### src/rtl/fetch_unit.sv
`default_nettype none
// +----------------------------------------------------------------------------+
// | fetch_unit: instruction fetch stage; issues in-order memory requests,       |
// | buffers responses with their PCs, handles redirects with discard of stale   |
// | responses. Optional macro FETCH_STATS_EN adds the fetch_count port.         |
// | Revision: 1.0                                                               |
// +----------------------------------------------------------------------------+
module fetch_unit #(
  parameter int                  INST_WIDTH = 32,
  parameter int                  PC_WIDTH   = 32,
  parameter logic [PC_WIDTH-1:0] PC_INIT    = '0,
  parameter int                  FIFO_DEPTH = 2
) (
  input  logic                  clock,
  input  logic                  reset,
  output logic                  ir_addr_valid,
  input  logic                  ir_addr_ready,
  output logic [PC_WIDTH-1:0]   ir_addr,
  input  logic                  ir_data_valid,
  output logic                  ir_data_ready,
  input  logic [INST_WIDTH-1:0] ir_data,
  output logic                  inst_valid,
  input  logic                  inst_ready,
  output logic [INST_WIDTH-1:0] inst,
  output logic [PC_WIDTH-1:0]   inst_pc,
  input  logic                  redirect,
`ifdef FETCH_STATS_EN
  output logic [31:0]           fetch_count,
`endif
  input  logic [PC_WIDTH-1:0]   redirect_pc
);

  localparam int AW = $clog2(FIFO_DEPTH);
  localparam int CW = AW + 1;
  localparam logic [CW-1:0] FIFO_LIM  = CW'(FIFO_DEPTH);
  localparam logic [CW:0]   ISSUE_LIM = (CW + 1)'(FIFO_DEPTH);

  typedef enum logic [0:0] {
    ST_FETCH = 1'b0,
    ST_DRAIN = 1'b1
  } state_t;

  state_t                state_q, state_d;
  logic [PC_WIDTH-1:0]   fetch_pc_q, fetch_pc_d;
  logic                  stale_q, stale_d;
  logic [PC_WIDTH-1:0]   redir_pc_q, redir_pc_d;
  logic [CW-1:0]         outstanding_q, outstanding_d;
  logic [CW-1:0]         discard_q, discard_d;

  logic [PC_WIDTH-1:0]   pcq_mem_q [FIFO_DEPTH];
  logic [PC_WIDTH-1:0]   pcq_mem_d [FIFO_DEPTH];
  logic [AW-1:0]         pcq_wr_q, pcq_wr_d;
  logic [AW-1:0]         pcq_rd_q, pcq_rd_d;

  logic [INST_WIDTH-1:0] fifo_inst_q [FIFO_DEPTH];
  logic [INST_WIDTH-1:0] fifo_inst_d [FIFO_DEPTH];
  logic [PC_WIDTH-1:0]   fifo_pc_q [FIFO_DEPTH];
  logic [PC_WIDTH-1:0]   fifo_pc_d [FIFO_DEPTH];
  logic [AW-1:0]         fifo_wr_q, fifo_wr_d;
  logic [AW-1:0]         fifo_rd_q, fifo_rd_d;
  logic [CW-1:0]         fifo_cnt_q, fifo_cnt_d;

`ifdef FETCH_STATS_EN
  logic [31:0]           fetch_count_q, fetch_count_d;
`endif

  logic [CW:0]           inflight;
  logic                  req_hs;
  logic                  resp_hs;
  logic                  pop;
  logic                  drop;
  logic                  push;
  logic [PC_WIDTH-1:0]   resp_pc;

  // Every issued request reserves a FIFO slot, so a push can never find the FIFO full.
  assign inflight      = {1'b0, outstanding_q} + {1'b0, fifo_cnt_q};
  assign ir_addr_valid = !reset && (inflight < ISSUE_LIM);
  assign ir_addr       = fetch_pc_q;
  assign ir_data_ready = (outstanding_q != '0);
  assign inst_valid    = (fifo_cnt_q != '0);
  assign inst          = fifo_inst_q[fifo_rd_q];
  assign inst_pc       = fifo_pc_q[fifo_rd_q];

  assign req_hs  = ir_addr_valid && ir_addr_ready;
  assign resp_hs = ir_data_valid && ir_data_ready;
  assign pop     = inst_valid && inst_ready && !redirect;
  assign drop    = (state_q == ST_DRAIN) || redirect;
  assign push    = resp_hs && !drop;
  assign resp_pc = pcq_mem_q[pcq_rd_q];

`ifdef FETCH_STATS_EN
  assign fetch_count = fetch_count_q;
`endif

  // Request side, outstanding/discard accounting and drain state
  always_comb begin
    fetch_pc_d    = fetch_pc_q;
    stale_d       = stale_q;
    redir_pc_d    = redir_pc_q;
    outstanding_d = outstanding_q;
    discard_d     = discard_q;
    state_d       = state_q;

    if (req_hs && !resp_hs) begin
      outstanding_d = outstanding_q + CW'(1);
    end else if (!req_hs && resp_hs) begin
      outstanding_d = outstanding_q - CW'(1);
    end

    if (redirect) begin
      // A request already on the bus must hold its address; it becomes stale instead.
      if (ir_addr_valid && !ir_addr_ready) begin
        stale_d    = 1'b1;
        redir_pc_d = redirect_pc;
      end else begin
        stale_d    = 1'b0;
        fetch_pc_d = redirect_pc;
      end
      discard_d = outstanding_d;
    end else begin
      if (req_hs) begin
        fetch_pc_d = stale_q ? redir_pc_q : (fetch_pc_q + PC_WIDTH'(4));
        stale_d    = 1'b0;
        if (stale_q) begin
          discard_d = discard_d + CW'(1);
        end
      end
      if (resp_hs && (state_q == ST_DRAIN)) begin
        discard_d = discard_d - CW'(1);
      end
    end

    state_d = (discard_d != '0) ? ST_DRAIN : ST_FETCH;
  end

  // In-flight PC queue: one entry per accepted request, consumed in order by responses
  always_comb begin
    pcq_mem_d = pcq_mem_q;
    pcq_wr_d  = pcq_wr_q;
    pcq_rd_d  = pcq_rd_q;
    if (req_hs) begin
      pcq_mem_d[pcq_wr_q] = fetch_pc_q;
      pcq_wr_d            = pcq_wr_q + AW'(1);
    end
    if (resp_hs) begin
      pcq_rd_d = pcq_rd_q + AW'(1);
    end
  end

  // Instruction FIFO towards decode
  always_comb begin
    fifo_inst_d = fifo_inst_q;
    fifo_pc_d   = fifo_pc_q;
    fifo_wr_d   = fifo_wr_q;
    fifo_rd_d   = fifo_rd_q;
    fifo_cnt_d  = fifo_cnt_q;
    if (redirect) begin
      fifo_wr_d  = '0;
      fifo_rd_d  = '0;
      fifo_cnt_d = '0;
    end else begin
      if (push) begin
        fifo_inst_d[fifo_wr_q] = ir_data;
        fifo_pc_d[fifo_wr_q]   = resp_pc;
        fifo_wr_d              = fifo_wr_q + AW'(1);
      end
      if (pop) begin
        fifo_rd_d = fifo_rd_q + AW'(1);
      end
      if (push && !pop) begin
        fifo_cnt_d = fifo_cnt_q + CW'(1);
      end else if (!push && pop) begin
        fifo_cnt_d = fifo_cnt_q - CW'(1);
      end
    end
  end

`ifdef FETCH_STATS_EN
  always_comb begin
    fetch_count_d = fetch_count_q;
    if (pop) begin
      fetch_count_d = fetch_count_q + 32'd1;
    end
  end
`endif

  always_ff @(posedge clock) begin
    if (reset) begin
      state_q       <= ST_FETCH;
      fetch_pc_q    <= PC_INIT;
      stale_q       <= 1'b0;
      redir_pc_q    <= '0;
      outstanding_q <= '0;
      discard_q     <= '0;
      pcq_mem_q     <= '{default: '0};
      pcq_wr_q      <= '0;
      pcq_rd_q      <= '0;
      fifo_inst_q   <= '{default: '0};
      fifo_pc_q     <= '{default: '0};
      fifo_wr_q     <= '0;
      fifo_rd_q     <= '0;
      fifo_cnt_q    <= '0;
`ifdef FETCH_STATS_EN
      fetch_count_q <= '0;
`endif
    end else begin
      state_q       <= state_d;
      fetch_pc_q    <= fetch_pc_d;
      stale_q       <= stale_d;
      redir_pc_q    <= redir_pc_d;
      outstanding_q <= outstanding_d;
      discard_q     <= discard_d;
      pcq_mem_q     <= pcq_mem_d;
      pcq_wr_q      <= pcq_wr_d;
      pcq_rd_q      <= pcq_rd_d;
      fifo_inst_q   <= fifo_inst_d;
      fifo_pc_q     <= fifo_pc_d;
      fifo_wr_q     <= fifo_wr_d;
      fifo_rd_q     <= fifo_rd_d;
      fifo_cnt_q    <= fifo_cnt_d;
`ifdef FETCH_STATS_EN
      fetch_count_q <= fetch_count_d;
`endif
    end
  end

  a_no_push_when_full: assert property (@(posedge clock) disable iff (reset)
    !(push && (fifo_cnt_q == FIFO_LIM)));

endmodule
`default_nettype wire
### config.mk
export PLATFORM = sky130hd
export DESIGN_NAME = fetch_unit
export DESIGN_NICKNAME = d
export VERILOG_FILES = /design/src/rtl/fetch_unit.sv
export SDC_FILE = /design/constraint.sdc
export NUM_CORES = 1
export LEC_CHECK = 0
export BUFFER_PORTS_ARGS = -buffer_cell sky130_fd_sc_hd__buf_2
export CAP_MARGIN = 20
export CORE_AREA = 2 2 176 178
export CTS_BUF_LIST = sky130_fd_sc_hd__clkbuf_16
export CTS_CLUSTER_DIAMETER = 100
export DETAILED_ROUTE_END_ITERATION = 6
export DIE_AREA = 0 0 178 180
export PLACE_DENSITY_LB_ADDON = 0.25
export SKIP_LAST_GASP = 1
export SLEW_MARGIN = 20
export SYNTH_ARGS = -nofsm -noshare
export SYNTH_HDL_FRONTEND = slang
export SYNTH_SLANG_ARGS = --single-unit
export TNS_END_PERCENT = 20
### constraint.sdc
create_clock -name clock -period 3.85 [get_ports clock]
set_input_delay 0.1925 -clock clock [delete_from_list [all_inputs] [get_ports clock]]
set_output_delay 0.1925 -clock clock [all_outputs]
set_load 0.005 [all_outputs]
==> results.py, run 1 <==
metrics = {
    "detailed_routing": {
        "via_per_inst": 5.11,
        "avgRoutedWirePerCell_um": 15.8,
        "detail-route-antenna-nets": 0,
        "drt-total-wl_um": 32000,
        "vias": 10300,
        "drc": 0,
        "firstDrtPassIters": 5,
        "drt_iter0_markers": 726,
    },
    "sta": {
        "tns_ns": 0,
        "finalSetupViolations": 0,
        "timing.final.crit_share": 0.754,
        "worstMarginPinSlew_ns": 1.13,
        "fmax_mhz": 344,
        "period_minus_slack_ns": 2.90,
        "hold_violations": 0,
        "max_slew_margin": 0.244,
        "clock_skew_ns": 0.0129,
        "rsz0062_at_grt": "no",
        "slew_viol_final": 0,
        "fin_ws_ns": 0.947,
    },
    "worst_hold_path": {
        "whs_path_depth": 4,
        "min_to": "fifo_rd_q",
        "hold_start": "inst_ready",
        "hold_path.class": "primary input to flip-flop",
    },
    "grt": {
        "grt_util_all_layers": 0.198,
        "grt_first_pass_wirelength_um": 52400,
        "grt_pass1_vias": 9881,
        "grt_overflow_total": 0,
        "antenna_found_initial": 0,
        "grt_max_degree": 103,
    },
    "clock_network": {
        "htreeDepth": 1,
        "cts_sinks": 268,
        "cts_buffers": 30,
        "post_cts_buffers": 0,
        "clock_latency_ns": 0.55,
        "cts_resized": 0,
        "clk_pin_slew_worst_paths_ns": 0.06,
        "cts_buffer_depth": 3,
        "cts_root_buffer": "clkbuf_16",
        "cts_tree": "done",
        "ctsHoldBuffers": 64,
    },
    "finish": {
        "drive_gt1_frac": 0.201,
        "fin_util": 0.482,
        "nets": 1675,
        "multi_input_area_um2": 5940,
        "fill_cells": 2930,
        "register_area_um2": 5370,
        "diodes": 0,
        "syn2layout_area_growth_pct": 22.0,
    },
    "setup_path": {
        "cp_data_required_time_ns": 4.26,
        "cp.arrival_ns": 3.31,
        "critPathLaunch": "fifo_cnt_q[0]",
        "cp_max_fo": 22,
        "cp-end-kind": "flip-flop",
        "r2r_slack_ns": 0.95,
        "timing.rr.end": "ir_addr[22]",
        "worstSetupPathType": "flip-flop to flip-flop",
        "startpoint_type": "flip-flop",
        "r2r_start": "fifo_cnt_q[0]",
        "rr_worst_depth": 8,
    },
    "die": {
        "ioPinCount": 169,
        "rows": 64,
        "die_w_um": 178,
        "chipHeight_um": 180,
        "dieArea_um2": 32000,
        "core-area_um2": 30200,
        "initial_utilization": 0.396,
    },
    "yosys": {
        "netlist_instances": 1433,
        "yosysTopAreaCell": "dfxtp_1",
        "synth_nets": 1507,
        "synthArstFlopShare": 0,
        "synth_area_um2": 11900,
        "postSynthAreaPerCell_um2": 8.33,
        "synthTopCellsByCount": "nand2_1 (384), dfxtp_1 (268), a21oi_1 (178)",
        "synth_most_common_cell": "nand2_1",
        "ys_warn_count": 0,
        "seq_area_frac_synth": 0.449,
        "synth_cell_types": 75,
        "yosys_register_bits": 268,
        "yosys-top-cells-area": "dfxtp_1 (45%), nand2_1 (12%), a21oi_1 (7.5%), mux2_2 (6.1%), a211oi_1 (4.3%)",
        "yosysTopAreaCellShare": 0.449,
        "synth-edff-count": 0,
        "yosys_most_used_dff": "dfxtp_1",
    },
    "placement": {
        "gp_congestion": 0.809,
        "pre_cts_ws_ns": 1.02,
        "io_buffer_count": 168,
        "dp_hpwl_um": 20300,
    },
    "power_and_ir_drop": {
        "p_leak_nw": 5.40,
        "p_per_area_nw_per_um2": 525,
        "ir_drop_v": 0.000343,
        "power_mw": 7.65,
    },
    "run_status": {
        "status": "complete, no violations",
    },
    "job": {
        "cap_violations": 0,
    },
}
==> layout make-up <==
| cell class | count | share of cell area |
|---|---|---|
| flip-flops and latches | 268 | 0.369 |
| multi-input cells | 1037 | 0.408 |
| inverters | 11 | 0.00284 |
| clock inverters | 24 | 0.0198 |
| well taps | 396 | 0.0340 |
| repair buffers | 253 | 0.114 |
| clock buffers | 31 | 0.0533 |
==> metal layers <==
metal  wire length [um]  up-vias  track usage
met1              15500     4770        0.288
met2              14300      247        0.307
met4                374        0       0.0423
li1                   -     5270            -
met5                  0        -            0
met3               1760       33       0.0309
==> critical path, cell delays in order, from the launching register on <==
cell and delay [ns]:
dfxtp_1 0.34, and2_1 0.16, fa_1 0.71, or3_4 0.25
inv_1 0.07, o21ai_2 0.75, o211ai_1 0.22, o21ai_0 0.16
o22ai_1 0.10
==> sequential cells by signal (all words and copies together) (netlist names), 2 cells and up <==
| name | cells |
|---|---|
| fifo_pc_q | 64 |
| ir_addr | 32 |
| redir_pc_q | 32 |
| outstanding_q | 2 |
| discard_q | 2 |
| pcq_mem_q | 64 |
| fifo_cnt_q | 2 |
| fifo_inst_q | 64 |
==> power by group <==
part / internal (mW) / total, mW / leakage (nW) / switching [mW]
clock network: 1.92 / 3.06 / 0.537 / 1.14
logic: 0.597 / 1.32 / 2.69 / 0.719
registers: 2.97 / 3.28 / 2.17 / 0.302
==> how the worst max path moves through the flow <==
stage / end / slack (ns) / cells after the start
3_3_place_gp: ir_addr[17] / 1.07 / 8
2_1_floorplan: state_q / 1.49 / 8
6_report: ir_addr[22] / 0.95 / 8
4_1_cts: ir_addr[22] / 1.0 / 8
3_5_place_dp: state_q / 1.02 / 7
5_1_grt: state_q / 0.77 / 7
==> cell usage in the layout, fill, tap and decap left out, drive strengths merged, types with 4 or more instances in the layout <==
master | synthesis | layout
nor2 | 92 | 92
nand2 | 384 | 384
o221ai | 4 | 4
a21oi | 179 | 179
nand3 | 21 | 21
nand4 | 10 | 10
dlygate4sd3 | 0 | 64
nand2b | 5 | 5
clkbuf | 61 | 31
nor3 | 17 | 17
buf | 55 | 189
inv | 10 | 16
o21a | 7 | 7
mux2i | 41 | 41
o21ai | 46 | 46
nor4 | 8 | 8
a31oi | 5 | 5
o211ai | 5 | 5
dfxtp | 268 | 268
xor2 | 9 | 9
a221oi | 4 | 4
a211oi | 70 | 70
xnor2 | 12 | 12
o22ai | 4 | 4
mux2 | 66 | 66
clkinv | 1 | 11
bufinv | 0 | 7
==> cells by family (layout without fill, tap and decap cells) <==
family,Yosys count,after routing,synth area share
fa+ha+maj,4,4,0.00482
buf+inv,128,319,0.0543
simple gates,561,561,0.205
mux,107,107,0.0966
flops,268,268,0.449
xor+xnor,22,22,0.0173
compound gates,343,343,0.173
==> per-stage QoR <==
stage               hold slack, ns  area, um^2  cells
global route                0.0605       14600   2020
CTS                         0.0161       14600   2020
floorplan                    0.328       11900   1433
detailed placement           0.445       12900   1901
finish                      0.0314       14600   2020
global placement             0.438       12900   1901
Note: power is estimated with default switching activity, not from simulation.
==> inputs of run 2 (changes only) <==
==> constraint.sdc (replaced) <==
create_clock -name clock -period 2.8 [get_ports clock]
set_input_delay 0.14 -clock clock [delete_from_list [all_inputs] [get_ports clock]]
set_output_delay 0.14 -clock clock [all_outputs]
set_load 0.005 [all_outputs]
==> results.py, run 2 (synthesized netlist as in run 1, its figures left out) <==
metrics = {
    "run_status": {
        "status": "complete, no violations",
    },
    "setup_path": {
        "cp-end-kind": "output pin",
        "slowest_delay_ns": 0.52,
        "cp_max_fo": 5,
        "crit_chain": "and2_1 > fa_1 > buf_4 > or3_4 > inv_1 > buf_2",
        "worstSetupPathType": "flip-flop to output pin",
        "cp_data_required_time_ns": 2.66,
        "critPathSlowestCell": "fa_1",
        "startpoint_type": "flip-flop",
        "cp.arrival_ns": 2.50,
    },
    "grt": {
        "grt_pass1_vias": 9752,
        "grt_max_degree": 86,
        "grt_first_pass_wirelength_um": 51400,
        "antenna_found_initial": 0,
        "grt_overflow_total": 0,
        "grt_util_all_layers": 0.194,
    },
    "die": {
        "core-area_um2": 30200,
        "dieArea_um2": 32000,
        "rows": 64,
        "ioPinCount": 169,
        "chipHeight_um": 180,
        "initial_utilization": 0.396,
        "die_w_um": 178,
    },
    "finish": {
        "final_cells": 2047,
        "register_area_um2": 5370,
        "reg_top3": "fifo_inst_q (64), fifo_pc_q (64), pcq_mem_q (64)",
        "nets": 1703,
        "multi_input_area_um2": 5940,
        "final_common_cell": "nand2_1",
        "most-common-layout-cells": "nand2_1 (384), dfxtp_1 (266), a21oi_1 (178)",
        "diodes": 0,
        "fill_cells": 2924,
        "syn2layout_area_growth_pct": 23.6,
        "drive_gt1_frac": 0.213,
        "final_cell_area_um2": 14800,
    },
    "sta": {
        "fmax_mhz": 379,
        "rsz0062_at_grt": "no",
        "hold_violations": 0,
        "finalSetupViolations": 0,
        "period_minus_slack_ns": 2.64,
        "timing.final.crit_share": 0.943,
        "max_slew_margin": 0.399,
        "fin_ws_ns": 0.159,
        "whs_ns": 0.0651,
        "slew_viol_final": 0,
        "clock_skew_ns": 0.0116,
        "worstMarginPinSlew_ns": 0.902,
        "tns_ns": 0,
    },
    "worst_hold_path": {
        "hold_path.class": "primary input to flip-flop",
    },
    "power_and_ir_drop": {
        "ir_drop_v": 0.000536,
        "p_per_area_nw_per_um2": 695,
        "intPower_mw": 7.27,
        "p_sw_mw": 2.99,
        "swShare": 0.291,
        "p_seq_frac": 0.431,
        "p_leak_nw": 5.52,
        "clkPwrFrac": 0.373,
        "pwr-share-comb": 0.196,
    },
    "detailed_routing": {
        "drt_iter0_markers": 600,
        "via_per_inst": 5.12,
        "avgRoutedWirePerCell_um": 15.7,
        "drc": 0,
        "drt-total-wl_um": 32100,
        "vias": 10500,
        "firstDrtPassIters": 5,
        "detail-route-antenna-nets": 0,
    },
    "clock_network": {
        "cts_tree": "done",
        "clock_latency_ns": 0.56,
        "htreeDepth": 1,
        "cts_root_buffer": "clkbuf_16",
        "post_cts_buffers": 0,
        "cts_buffer_depth": 3,
        "cts_sinks": 268,
        "cts_buffers": 30,
        "clk_pin_slew_worst_paths_ns": 0.06,
    },
    "job": {
        "cap_violations": 0,
    },
    "placement": {
        "pre_cts_ws_ns": 0.192,
        "dp_hpwl_um": 20900,
        "io_buffer_count": 168,
        "dpl_cell_area_um2": 13100,
        "gp_congestion": 0.830,
        "dp_cells": 1927,
    },
}
-- run 2: cell count changes in the layout (fill, tap and decap cells not counted), moves of 2 or more --
| cell | before | now |
|---|---|---|
| buf_12 | 1 | 8 |
| buf_4 | 20 | 39 |
| bufinv_16 | 7 | 3 |
| clkinv_2 | 4 | 7 |
| dlygate4sd3_1 | 64 | 66 |
-- run 2: final timing paths --
path,from,end,slack (ns),depth (start not counted)
min,ir_data_valid,outstanding_q[1],0.07,4
max,fifo_cnt_q[0],ir_addr_valid,0.16,6
max reg2reg,fifo_cnt_q[0],ir_addr[4],0.19,8
min reg2reg,fifo_inst_q[10],fifo_inst_q[10],0.45,2
-- run 2: worst max-delay path: cells and delay by family (launching register included) --
kind,cells,cell delay [ns]
and+or+nand+nor,2,0.59
adders and majority gates,1,0.52
DFF,1,0.39
buffers and inverters,3,0.45
-- run 2: repair_timing --
action                                 CTS  global route
setup endpoints to repair                0             1
gates resized for setup                  0             1
hold buffers                            66             0
endpoints found under the hold margin  114             0
-- run 2: layout make-up --
| class | instances | share of cell area |
|---|---|---|
| multi-input cells | 1037 | 0.403 |
| flip-flops and latches | 268 | 0.364 |
| repair buffers | 281 | 0.133 |
| clock buffers | 31 | 0.0526 |
| well taps | 396 | 0.0336 |
| clock inverters | 23 | 0.0120 |
| inverters | 11 | 0.00280 |
-- run 2: power groups by stage --
stage,clock (mW),sequential [mW],combinational (mW)
after detailed placement,0,4.50,1.94
final,3.82,4.42,2.01
after global routing,4.07,4.46,2.23
after CTS,3.91,4.42,2.02
after global placement,0,4.49,1.93
after floorplan,0,4.35,1.37
-- run 2: stage by stage --
| step | total power, mW | utilization |
|---|---|---|
| CTS | 10.3 | 0.489 |
| finish | 10.3 | 0.489 |
| global route | 10.8 | 0.489 |
| global placement | 6.42 | 0.435 |
| floorplan | 5.72 | - |
| detailed placement | 6.44 | 0.435 |
-- run 2: layer usage --
layer  wire length, um  GRT usage  vias to the layer above
li1                  -          -                     5322
met2             14100      0.302                      297
met4               713     0.0525                        0
met1             15400      0.281                     4807
met5                 0          0                        -
met3              1880     0.0260                       59
==> inputs of run 3 (changes only) <==
--- a/config.mk
+++ b/config.mk
@@ -12,7 +12,8 @@
 export CTS_CLUSTER_DIAMETER = 100
 export DETAILED_ROUTE_END_ITERATION = 6
 export DIE_AREA = 0 0 178 180
-export PLACE_DENSITY_LB_ADDON = 0.25
+export HOLD_SLACK_MARGIN = 0.12
+export PLACE_DENSITY = 0.6
 export SKIP_LAST_GASP = 1
 export SLEW_MARGIN = 20
 export SYNTH_ARGS = -nofsm -noshare
==> results.py, run 3 (synthesized netlist as in run 1, its figures left out) <==
metrics = {
    "job": {
        "cap_violations": 0,
    },
    "power_and_ir_drop": {
        "intPower_mw": 6.91,
        "p_per_area_nw_per_um2": 671,
        "p_leak_nw": 5.48,
        "swShare": 0.297,
        "clkPwrFrac": 0.346,
        "p_seq_frac": 0.448,
        "pwr-share-comb": 0.207,
        "ir_drop_v": 0.000463,
        "p_sw_mw": 2.92,
    },
    "die": {
        "initial_utilization": 0.396,
        "rows": 64,
        "ioPinCount": 169,
        "dieArea_um2": 32000,
        "chipHeight_um": 180,
        "die_w_um": 178,
        "core-area_um2": 30200,
    },
    "grt": {
        "grt_max_degree": 137,
        "grt_util_all_layers": 0.198,
        "antenna_found_initial": 0,
        "grt_overflow_total": 0,
        "grt_pass1_vias": 9780,
        "grt_first_pass_wirelength_um": 52200,
    },
    "placement": {
        "dp_hpwl_um": 21100,
        "dpl_cell_area_um2": 13100,
        "dp_cells": 1927,
        "io_buffer_count": 168,
        "gp_congestion": 0.819,
    },
    "detailed_routing": {
        "via_per_inst": 5.12,
        "avgRoutedWirePerCell_um": 15.9,
        "firstDrtPassIters": 5,
        "drc": 0,
        "vias": 10500,
        "drt-total-wl_um": 32500,
        "detail-route-antenna-nets": 0,
        "drt_iter0_markers": 637,
    },
    "finish": {
        "final_cell_area_um2": 14700,
        "final_cells": 2041,
        "diodes": 0,
        "nets": 1705,
        "reg_top3": "fifo_inst_q (64), fifo_pc_q (64), pcq_mem_q (64)",
        "final_common_cell": "nand2_1",
        "syn2layout_area_growth_pct": 22.8,
        "fill_cells": 2929,
        "multi_input_area_um2": 5950,
        "most-common-layout-cells": "nand2_1 (384), dfxtp_1 (266), a21oi_1 (178)",
        "drive_gt1_frac": 0.210,
        "register_area_um2": 5370,
    },
    "setup_path": {
        "cp_data_required_time_ns": 3.25,
        "startpoint_type": "flip-flop",
        "worstSetupPathType": "flip-flop to flip-flop",
        "cp.arrival_ns": 3.10,
        "cp-end-kind": "flip-flop",
        "cp_max_fo": 7,
    },
    "sta": {
        "whs_ns": 0.174,
        "fmax_mhz": 377,
        "finalSetupViolations": 0,
        "worstMarginPinSlew_ns": 0.967,
        "slew_viol_final": 0,
        "max_slew_margin": 0.350,
        "rsz0062_at_grt": "yes",
        "period_minus_slack_ns": 2.65,
        "clock_skew_ns": 0.0206,
        "hold_violations": 0,
        "timing.final.crit_share": 0.947,
    },
    "clock_network": {
        "cts_buffer_depth": 3,
        "cts_root_buffer": "clkbuf_16",
        "clk_pin_slew_worst_paths_ns": 0.06,
        "cts_sinks": 268,
        "clock_latency_ns": 0.56,
        "htreeDepth": 1,
        "post_cts_buffers": 0,
        "cts_buffers": 30,
        "cts_tree": "done",
    },
    "run_status": {
        "status": "complete, no violations",
    },
    "worst_hold_path": {
        "hold_path.class": "primary input to flip-flop",
    },
}
==> run 3: path summary, 6_finish.rpt <==
path                                     from             to  slack [ns]  cells after the start
worst max-delay path            fifo_cnt_q[0]    ir_addr[26]        0.15                      7
worst max register to register  fifo_cnt_q[0]    ir_addr[26]        0.15                      7
worst min register to register  redir_pc_q[7]  redir_pc_q[7]        0.45                      2
worst min-delay path            ir_addr_ready    ir_addr[17]        0.17                      3
==> run 3: through the flow <==
stage                     utilization  setup WS [ns]  total power, mW  setup TNS, ns
after detailed placement        0.435         0.0388             6.44              0
final                           0.486          0.147             9.83              0
after global routing            0.486       -0.00413             10.4       -0.00551
after global placement          0.435         0.0511             6.41              0
after floorplan                     -          0.437             5.72              0
after CTS                       0.485         0.0232             9.95              0
==> run 3: routing by layer <==
layer	GRT usage	routed length [um]	up-vias	part of all wire
li1	-	-	5313	-
met1	0.283	15400	4831	0.47
met2	0.317	14900	266	0.46
met3	0.0264	1720	44	0.053
met4	0.0466	557	0	0.017
met5	0	0	-	0
==> run 3: worst max-delay path, stage by stage (launching register included) <==
cell and delay [ns]:
dfxtp_1 0.38, and2_1 0.17, fa_1 0.53, o21a_1 0.25
nor3_1 0.74, buf_4 0.29, o21ai_0 0.09, o311ai_1 0.11
==> run 3: what timing repair did <==
action	4_1_cts	5_1_grt
endpoints found under the setup margin	0	16
endpoints found under the hold margin	133	0
hold buffers	68	0
gates resized for setup	0	2
==> run 3: final cells by class <==
| type | instances | share of cell area |
|---|---|---|
| Multi-Input combinational cell | 1037 | 0.405 |
| Sequential cell | 268 | 0.366 |
| Timing Repair Buffer | 283 | 0.135 |
| Clock buffer | 30 | 0.0512 |
| Tap cell | 396 | 0.0338 |
| Clock inverter | 16 | 0.00555 |
| Inverter | 11 | 0.00282 |
==> run 3: power by group through the flow <==
stage	combinational [mW]	sequential (mW)	clock, mW
after CTS	2.04	4.40	3.51
after floorplan	1.37	4.35	0
after detailed placement	1.96	4.48	0
final	2.03	4.40	3.40
after global routing	2.24	4.45	3.67
after global placement	1.94	4.47	0
